**config.mk**
```make
export PLATFORM = sky130hd
export DESIGN_NAME = line_buffer_ctrl
export DESIGN_NICKNAME = d
export VERILOG_FILES = /design/src/rtl/line_buffer_pkg.sv /design/src/rtl/lb_pos_counter.sv /design/src/rtl/line_buffer_ctrl.sv
export SDC_FILE = /design/constraint.sdc
export NUM_CORES = 1
export LEC_CHECK = 0
export ABC_CLOCK_PERIOD_IN_PS = 1940
export CAP_MARGIN = 40
export CORE_AREA = 2 2 45 47
export DETAILED_ROUTE_END_ITERATION = 6
export DIE_AREA = 0 0 47 49
export PLACE_DENSITY_LB_ADDON = 0.1
export SYNTH_ARGS = -nofsm -noshare
export SYNTH_HDL_FRONTEND = slang
export SYNTH_SLANG_ARGS = --single-unit
```
**constraint.sdc**
```tcl
create_clock -name clock -period 1.94 [get_ports clock]
set_input_delay 0.388 -clock clock [delete_from_list [all_inputs] [get_ports clock]]
set_output_delay 0.388 -clock clock [all_outputs]
set_load 0.05 [all_outputs]
```
**src/rtl/line_buffer_pkg.sv**
```systemverilog
// Shared types and default geometry for the line-buffer frame sequencer.
package line_buffer_pkg;
  typedef enum logic [1:0] {IDLE, FILL, RUN, DONE} lb_state_t;

  localparam int DEF_IMG_WIDTH  = 6;
  localparam int DEF_IMG_HEIGHT = 6;
  localparam int DEF_LINE_NUM   = 3;
endpackage

```
**src/rtl/lb_pos_counter.sv**
```systemverilog
// Column/row position counter for the accepted pixel stream.
// Wraps on explicit compares, so non-power-of-2 geometries count correctly.
module lb_pos_counter
  import line_buffer_pkg::*;
#(
  parameter int IMG_WIDTH  = DEF_IMG_WIDTH,
  parameter int IMG_HEIGHT = DEF_IMG_HEIGHT,
  localparam int CW = $clog2(IMG_WIDTH),
  localparam int RW = $clog2(IMG_HEIGHT)
) (
  input  logic          clock,
  input  logic          reset,
  input  logic          clr,
  input  logic          en,
  output logic [CW-1:0] col,
  output logic [RW-1:0] row,
  output logic          last_col,
  output logic          last_pix
);
  localparam logic [CW-1:0] COL_MAX = CW'(IMG_WIDTH - 1);
  localparam logic [RW-1:0] ROW_MAX = RW'(IMG_HEIGHT - 1);

  assign last_col = (col == COL_MAX);
  assign last_pix = last_col && (row == ROW_MAX);

  always_ff @(posedge clock or negedge reset) begin
    if (!reset) begin
      col <= '0;
      row <= '0;
    end else if (clr) begin
      col <= '0;
      row <= '0;
    end else if (en) begin
      if (last_col) begin
        col <= '0;
        row <= last_pix ? '0 : row + 1'b1;
      end else begin
        col <= col + 1'b1;
      end
    end
  end
endmodule

```
**src/rtl/line_buffer_ctrl.sv**
```systemverilog
// Frame sequencer: gates pixels into the line-buffer chain, tracks position
// and flags when a full LINE_NUM x LINE_NUM window sits at the buffer outputs.
//   state | meaning
//   IDLE  | waiting for start, pixels refused
//   FILL  | priming the first LINE_NUM-1 lines, no window yet possible
//   RUN   | windows may complete, runs to the last pixel of the frame
//   DONE  | one-cycle frame_done, then back to IDLE
module line_buffer_ctrl
  import line_buffer_pkg::*;
#(
  parameter int IMG_WIDTH  = DEF_IMG_WIDTH,
  parameter int IMG_HEIGHT = DEF_IMG_HEIGHT,
  parameter int LINE_NUM   = DEF_LINE_NUM,
  localparam int CW = $clog2(IMG_WIDTH),
  localparam int RW = $clog2(IMG_HEIGHT)
) (
  input  logic          clock,
  input  logic          reset,
  input  logic          start,
  input  logic          valid_in,
  output logic          ready,
  output logic          lb_valid_in,
  output logic          win_valid,
  output logic [CW-1:0] win_col,
  output logic [RW-1:0] win_row,
  output logic          busy,
  output logic          frame_done,
  output logic          err_drop
);
  localparam logic [CW-1:0] COL_WIN  = CW'(LINE_NUM - 1);
  localparam logic [RW-1:0] ROW_WIN  = RW'(LINE_NUM - 1);
  localparam logic [RW-1:0] ROW_PRE  = RW'(LINE_NUM - 2);

  lb_state_t     state;
  logic [CW-1:0] col;
  logic [RW-1:0] row;
  logic          last_col;
  logic          last_pix;
  logic          clr;

  assign ready       = (state == FILL) || (state == RUN);
  assign busy        = (state == FILL) || (state == RUN);
  assign lb_valid_in = valid_in && ready;
  assign clr         = (state == IDLE) && start;

  lb_pos_counter #(
    .IMG_WIDTH (IMG_WIDTH),
    .IMG_HEIGHT(IMG_HEIGHT)
  ) u_pos (
    .clock   (clock),
    .reset   (reset),
    .clr     (clr),
    .en      (lb_valid_in),
    .col     (col),
    .row     (row),
    .last_col(last_col),
    .last_pix(last_pix)
  );

  always_ff @(posedge clock or negedge reset) begin
    if (!reset) begin
      state      <= IDLE;
      win_valid  <= 1'b0;
      win_col    <= '0;
      win_row    <= '0;
      frame_done <= 1'b0;
      err_drop   <= 1'b0;
    end else begin
      frame_done <= 1'b0;
      win_valid  <= 1'b0;
      if (lb_valid_in) begin
        win_col   <= col;
        win_row   <= row;
        win_valid <= (row >= ROW_WIN) && (col >= COL_WIN);
      end
      // a start in IDLE takes priority over a coincident pixel
      if (valid_in && !ready && !clr)
        err_drop <= 1'b1;
      case (state)
        IDLE: if (start) begin
          state    <= (LINE_NUM > 1) ? FILL : RUN;
          err_drop <= 1'b0;
        end
        FILL: if (lb_valid_in && last_col && (row == ROW_PRE))
          state <= RUN;
        RUN: if (lb_valid_in && last_pix) begin
          state      <= DONE;
          frame_done <= 1'b1;
        end
        DONE:    state <= IDLE;
        default: state <= IDLE;
      endcase
    end
  end
endmodule

```
# ---- Yosys cells after proc, flatten, opt, wreduce, memory -nomap -nowiden
# Cells that the tools add are included.
dict set report word_totals {
  register_bits 17
  input_bits 4
  output_inout_bits 12
  wordCells 55
}
dict set report classes {
  n_addsub 2
  order_cmp 2
  n_eq_ne 9
  mux 17
  n_reduce_logical 17
}
# operator count
set op_table {}
lappend op_table {{$mux 3} 7}
lappend op_table {{$logic_and 1x1->1} 9}
lappend op_table {{$pmux 2 s4} 1}
lappend op_table {{$add 3x1->3 const B} 2}
lappend op_table {{$eq 3x3->1 const B} 2}
lappend op_table {{$ge 3x2->1 const B} 2}
lappend op_table {{$mux 1} 6}
lappend op_table {{$mux 2} 3}
lappend op_table {{$eq 2x2->1 const B} 2}
lappend op_table {{$ne 2x1->1 const B} 2}
lappend op_table {{$reduce_bool 2->1} 2}
lappend op_table {{$eq 3x1->1 const B} 1}
lappend op_table {{$reduce_and 3->1} 1}
lappend op_table {{$eq 2x1->1 const B} 1}
lappend op_table {{$logic_not 1->1} 2}
lappend op_table {{$logic_not 2->1} 1}
lappend op_table {{$ne 2x2->1 const B} 1}
lappend op_table {{$reduce_and 2->1} 1}
lappend op_table {{$logic_or 1x1->1} 1}

# ---- Longest topological paths before layout
# Gate-level depths: netlist of run 1.
dict set report logic_depth {
  ltp_word 8
  depth_mapped 6
  mapped_depth_nobuf 6
}

# ---- Hierarchy
# Synthesis of run 1 repeated with hierarchy kept, for this count alone.
dict set report unflattened {
  cells_unflattened 81
  area_unflattened_um2 902.1
}
# module n_inst cells_per_inst area_per_inst_um2 seq_area_each_um2
set by_module_without_submodules {}
lappend by_module_without_submodules {line_buffer_ctrl 1 49 574.3 275.3}
lappend by_module_without_submodules {lb_pos_counter 1 32 327.8 150.1}

# ---- Worst setup path before layout of run 1
# Ideal clock, no wire load.
dict set report synth_timing {
  kind {register to output}
  start {reg state[1]}
  end {out lb_valid_in}
  t_arrival_ns 1.805
  required_ns 1.552
  setup_slack_ns -0.253
  stages_incl_launch_ff 5
  n_path_buf 0
  cell_sequence {dfrtp_1 > inv_1 > ha_1 > nand2_1 > inv_1}
}
dict set report synth_between {
  elab_chain_len 3
  word_cells_on_any_way 4
  cone_classes {eq/ne: 2; reduce/logical: 2}
}
# element line
set synth_lines {}
lappend synth_lines {{start, declared} line_buffer_ctrl.sv:34} ;# lb_state_t state;
lappend synth_lines {{start signal, assigned} line_buffer_ctrl.sv:81} ;# state <= (LINE_NUM > 1) ? FILL : RUN;
lappend synth_lines {{$eq 2x1->1 or $eq 2x2->1 (tied branches)} n/a}
lappend synth_lines {{$logic_or 1x1->1 (*)} n/a}
lappend synth_lines {{named net busy} line_buffer_ctrl.sv:26} ;# output logic busy,
lappend synth_lines {{$logic_and 1x1->1 (*)} line_buffer_ctrl.sv:43} ;# assign lb_valid_in = valid_in && ready;
lappend synth_lines {{end, declared} line_buffer_ctrl.sv:22} ;# output logic lb_valid_in,
# The timed path passes the listed nets; every way through them passes the cells marked *.

# ---- Worst setup path after layout of run 1
dict set report layout_timing {
  start {reg err_drop}
  end {out err_drop}
}
# element line
set layout_rtl {}
lappend layout_rtl {{start, declared} line_buffer_ctrl.sv:28} ;# output logic err_drop
lappend layout_rtl {{start signal, assigned} line_buffer_ctrl.sv:67} ;# err_drop <= 1'b0;
lappend layout_rtl {{start signal, assigned} line_buffer_ctrl.sv:78} ;# err_drop <= 1'b1;
lappend layout_rtl {{start signal, assigned} line_buffer_ctrl.sv:82} ;# err_drop <= 1'b0;
# No word-level cell between the ends.

==> results of run 1 <==
==> flip-flops by register name (all words and copies together), names as in the netlist <==
signal	count
state	2
frame_done	1
u_pos.col	3
win_valid	1
u_pos.row	3
err_drop	1
win_col	3
win_row	3
==> path summary, 6_finish.rpt <==
path	cells past startpoint	endpoint	slack, ns	from
min in group clock	2	win_col[0]	0.49	win_col[0]
hold / removal	2	state[0]	0.40	reset
hold reg to reg	2	win_col[0]	0.49	win_col[0]
max in group asynchronous	2	win_col[2]	1.35	reset
setup / recovery	1	err_drop	0.08	err_drop
setup reg to reg	6	state[1]	0.16	state[1]
==> through the flow <==
step | setup TNS [ns] | hold slack [ns] | total power [mW] | setup slack (ns) | area (sq um)
finish | 0 | 0.396 | 2.12 | 0.0818 | 1170
global route | -0.00188 | 0.421 | 2.26 | -0.00188 | 1170
CTS | 0 | 0.401 | 2.08 | 0.0259 | 1150
detailed placement | 0 | 0.462 | 1.87 | 0.0382 | 1130
global placement | 0 | 0.465 | 1.85 | 0.0934 | 1130
floorplan | 0 | 0.0924 | 1.43 | 0.146 | 895
==> kinds of logic (layout without fill, tap and decap cells) <==
family                   Yosys count  in the layout
AND/OR/NAND/NOR                   27             27
AO/OA/AOI/OAI                     19             19
flip-flops                        17             17
buffers and inverters             11             33
adder cells (fa/ha/maj)            5              5
multiplexers                       4              4
XOR/XNOR                           1              1
==> power by group <==
part | internal [mW] | total, mW | switching (mW)
Clock | 0.0768 | 0.195 | 0.118
Sequential | 0.456 | 0.572 | 0.116
Combinational | 0.603 | 1.35 | 0.748
Total | 1.14 | 2.12 | 0.981
==> repair_timing <==
item | in CTS | in global routing
hold buffers | 0 | 0
setup endpoints to repair | 1 | 1
pin swaps | 0 | 1
resized for setup | 2 | 1
buffers inserted | 0 | 2
==> cell usage in the layout (no fill, tap or decap), types with 2 or more instances in the layout <==
cell             instances
a21oi_1                  8
buf_4                    7
ha_1                     4
inv_1                    4
mux2_2                   4
nor2_1                   7
a211oi_1                 2
clkdlybuf4s50_1         12
nand2_1                  7
nor3_1                   2
buf_12                   3
clkbuf_4                 3
o21ai_0                  3
dfrtp_1                 17
inv_2                    2
==> area by class of cell <==
| cell class | count | area [sq um] | share of cell area [%] |
|---|---|---|---|
| repair buffers | 22 | 233 | 19.9 |
| clock buffers | 3 | 22.5 | 1.92 |
| clock inverters | 1 | 5.00 | 0.427 |
| flip-flops and latches | 17 | 425 | 36.3 |
| well taps | 27 | 33.8 | 2.88 |
| multi-input cells | 56 | 423 | 36.1 |
| inverters | 7 | 30.0 | 2.56 |
==> per-layer routing <==
metal / global-route usage, % / vias to the layer above / wire [um]
met5: 0 / - / 0
met4: 6.94 / 0 / 17
met3: 5.19 / 4 / 92
met2: 28.3 / 24 / 823
met1: 25.1 / 333 / 791
li1: - / 338 / -
==> results_dict.tcl, run 1 <==
set metrics [dict create \
    synth_compound_area_share_pct 15.4 \
    run_status "finished, final reports clean" \
    first_pass_iters 4 \
    hold_violations 0 \
    synthMostInstantiatedCell "dfrtp_1" \
    yosysUniqueCellTypes 29 \
    synth_top_flop_cell "dfrtp_1" \
    gp_congestion 0.803 \
    crit_chain "clkdlybuf4s50_1" \
    route.detailed.drc 0 \
    synth_top_area_cell "dfrtp_1" \
    async_flop_share_pct 100 \
    fillers 155 \
    core_area_sq_um 1840 \
    min_path_type "input port to async pin" \
    fin_crit_sh_pct 95.8 \
    vdd.ir_drop.worst_mv 1.70 \
    syn_inst 84 \
    skew_ns 0.00747 \
    synth.area.top_cells "dfrtp_1, ha_1, mux2_2, a21oi_1, nand2_1" \
    rows 16 \
    criticalPathCategory "register to output pin" \
    cp_num_buf_inv 1 \
    p_leak_nw 0.506 \
    stdcell_count 133 \
    worstPathMaxFanout 2 \
    cts_made_buffers 3 \
    fin_crit_ns 1.86 \
    final_antenna_net_count 0 \
    initial_core_util_pct 47.7 \
    startpoint_type "register" \
    synthMuxAreaShare_pct 5.13 \
    nNetsFinal 116 \
    syn_nets 93 \
    cpPeakStageDelay_ns 0.80 \
    synthesis.area_sq_um 878 \
    synth-xor-area-share_pct 0.997 \
    cts_root_buffer "clkbuf_4" \
    cp_slowest_cell "clkdlybuf4s50_1" \
    portBuffers 15 \
    synth_common_cells "dfrtp_1, a21oi_1, nand2_1" \
    clockBufferDepth 2 \
    yosys.area.top_type_share_pct 48.4 \
    clock_latency_ns 0.30 \
    synth_adder_area_share_pct 7.12 \
    cp_top_family "buffers and inverters" \
    fin_util_pct 63.7 \
    grt_max_degree 18 \
    n_antenna_cell 0 \
    num_vias 699 \
    synth_edf_count 0 \
    worst_ep_arrival_time_ns 1.47 \
    via_per_inst 5.26 \
    yosysSeqAreaShare_pct 48.4 \
    post-place-cells 127 \
    overflow 0 \
    synth_top_family_by_area "simple AND/OR/NAND/NOR gates" \
    clock_sinks 17 \
    grt_pass1_vias 708 \
    syn_avg_cell_area_sq_um 10.5 \
    area_growth_syn_to_layout_pct 33.5 \
    die_w_um 47 \
    die_y_um 49 \
    io_pins 16 \
    drive_above_1_share_pct 24.5 \
    dp.final_hpwl_mm 1.28 \
    max-cap-violations 0 \
    grt_util_all_layers_pct 18.8 \
    grt_pass1_wl_mm 3.15 \
    wl_per_cell_um 13.0 \
    dieArea_sq_um 2300 \
    antenna_found_initial 0 \
    power.density_nw_per_um2 1810 \
    synthSimpleGateAreaFrac_pct 17.8 \
    crit_path_end_kind "output pin" \
    drv_slew 0 \
    totalWireLength_mm 1.73 \
    htreeDepth 1 \
    ys_seq_elements 17 \
    ys_warn_count 0 \
    timing.fmax_ghz 0.538 \
    drtIter0Drc 8 \
    cp.required_ns 1.55 \
    tightest_slew_ns 0.496 \
    finalSetupViolCount 0 \
    max_slew_margin_pct 66.9 \
    clkTransAtPathRegs_ns 0.11 \
    cts_tree "built" \
]
Power figures use the tool's default switching activity.
==> run 2: changes to the inputs <==
PLACE_DENSITY = 0.75   (was not set)
PLACE_DENSITY_LB_ADDON = not set   (was 0.1)
==> run 2 against run 1 <==
  * Register-to-register slack worse by 0.03 ns
  * Critical path type unchanged
  * Sequential power down 3%
  * Clock power shrank 2%
  * Count of clock-buffer cells in the layout is the same
==> results_dict.tcl, run 2 (synthesis results as in run 1) <==
set metrics [dict create \
    overflow 0 \
    max_slew_margin_pct 66.8 \
    nNetsFinal 116 \
    drv_slew 0 \
    power.density_nw_per_um2 1780 \
    criticalPathCategory "register to output pin" \
    fin_util_pct 63.7 \
    dieArea_sq_um 2300 \
    dp.final_hpwl_mm 1.25 \
    cp.required_ns 1.55 \
    area_growth_syn_to_layout_pct 33.5 \
    worst_ep_arrival_time_ns 1.46 \
    drive_above_1_share_pct 24.5 \
    reg2reg_setup_slack_ns 0.13 \
    via_per_inst 5.17 \
    final_cell_mix "dfrtp_1, clkdlybuf4s50_1, a21oi_1" \
    min_path_type "input port to async pin" \
    totalWireLength_mm 1.70 \
    grt_setup_unrepaired "false" \
    cts_root_buffer "clkbuf_4" \
    core_area_sq_um 1840 \
    vdd.ir_drop.worst_mv 1.59 \
    grt_pass1_vias 677 \
    rows 16 \
    num_vias 687 \
    cts_made_buffers 3 \
    n_antenna_cell 0 \
    portBuffers 15 \
    cp_slowest_cell "clkdlybuf4s50_1" \
    grt_util_all_layers_pct 17.4 \
    die_w_um 47 \
    run_status "finished, final reports clean" \
    die_y_um 49 \
    initial_core_util_pct 47.7 \
    cp_top_family "buffers and inverters" \
    total_power_mw 2.09 \
    hold_violations 0 \
    crit_path_end_kind "output pin" \
    clkTransAtPathRegs_ns 0.10 \
    final_antenna_net_count 0 \
    clock_sinks 17 \
    cts_tree "built" \
    io_pins 16 \
    htreeDepth 1 \
    antenna_found_initial 0 \
    fin_tns_setup_ns 0 \
    tightest_slew_ns 0.496 \
    drtIter0Drc 7 \
    cts_hold_buf 0 \
    worstPathMaxFanout 2 \
    timing.fmax_ghz 0.542 \
    startpoint_type "register" \
    grt_pass1_wl_mm 2.89 \
    route.detailed.drc 0 \
    wl_per_cell_um 12.8 \
    first_pass_iters 4 \
    gp_congestion 0.768 \
    fin_crit_sh_pct 95.2 \
    skew_ns 0.000782 \
    cp_num_buf_inv 1 \
    fillers 163 \
    cpPeakStageDelay_ns 0.80 \
    clockBufferDepth 2 \
    fin_crit_ns 1.85 \
    clock_latency_ns 0.29 \
    max-cap-violations 0 \
    final_common_cell "dfrtp_1" \
    grt_max_degree 18 \
    finalSetupViolCount 0 \
    p_leak_nw 0.506 \
    crit_chain "clkdlybuf4s50_1" \
]
==> run 2: cell counts in the layout (fill, tap and decap cells not counted) <==
Identical to the previous run, type by type.
==> run 2: final timing paths <==
kind                                  from      endpoint  cells after the start
worst max-delay path            win_col[1]    win_col[1]                      1
worst min register to register  win_row[1]    win_row[1]                      2
worst min-delay path                 reset  u_pos.row[0]                      2
min in group clock              win_row[1]    win_row[1]                      2
worst max register to register    state[1]      state[1]                      6
max in group asynchronous            reset  u_pos.col[1]                      2
==> run 2: metrics by stage <==
step / instances / cell area (sq um) / setup slack (ns) / hold slack [ns]
after global routing: 133 / 1170 / 0.0116 / 0.421
after CTS: 132 / 1160 / 0.0229 / 0.413
after global placement: 128 / 1130 / 0.0883 / 0.462
final: 133 / 1170 / 0.0935 / 0.408
after detailed placement: 128 / 1130 / 0.0324 / 0.466
after floorplan: 84 / 895 / 0.146 / 0.0924
==> run 2: final cells by class <==
class	count	area (sq um)	area share, %
clock buffer	3	22.5	1.92
clock inverter	1	5.00	0.427
inverter	7	30.0	2.56
multi-input combinational	56	423	36.1
sequential	17	425	36.3
tap	27	33.8	2.88
timing repair buffer	22	233	19.9
==> run 2: where the power goes <==
group	switching (mW)	internal [mW]	total [mW]
sequential	0.0984	0.457	0.555
clock	0.114	0.0768	0.191
combinational	0.751	0.591	1.34
==> run 2: metal layers <==
layer	track usage, %	part of all wire, %	vias up
met5	0	0	-
li1	-	-	340
met3	3.33	3.2	4
met1	23.6	45	326
met4	7.41	3.1	0
met2	26.3	48	17
==> run 2: what timing repair did <==
item / CTS / global route
setup buffers: 0 / 1
setup endpoints to repair: 1 / 1
resized for setup: 2 / 1
pin swaps: 0 / 0
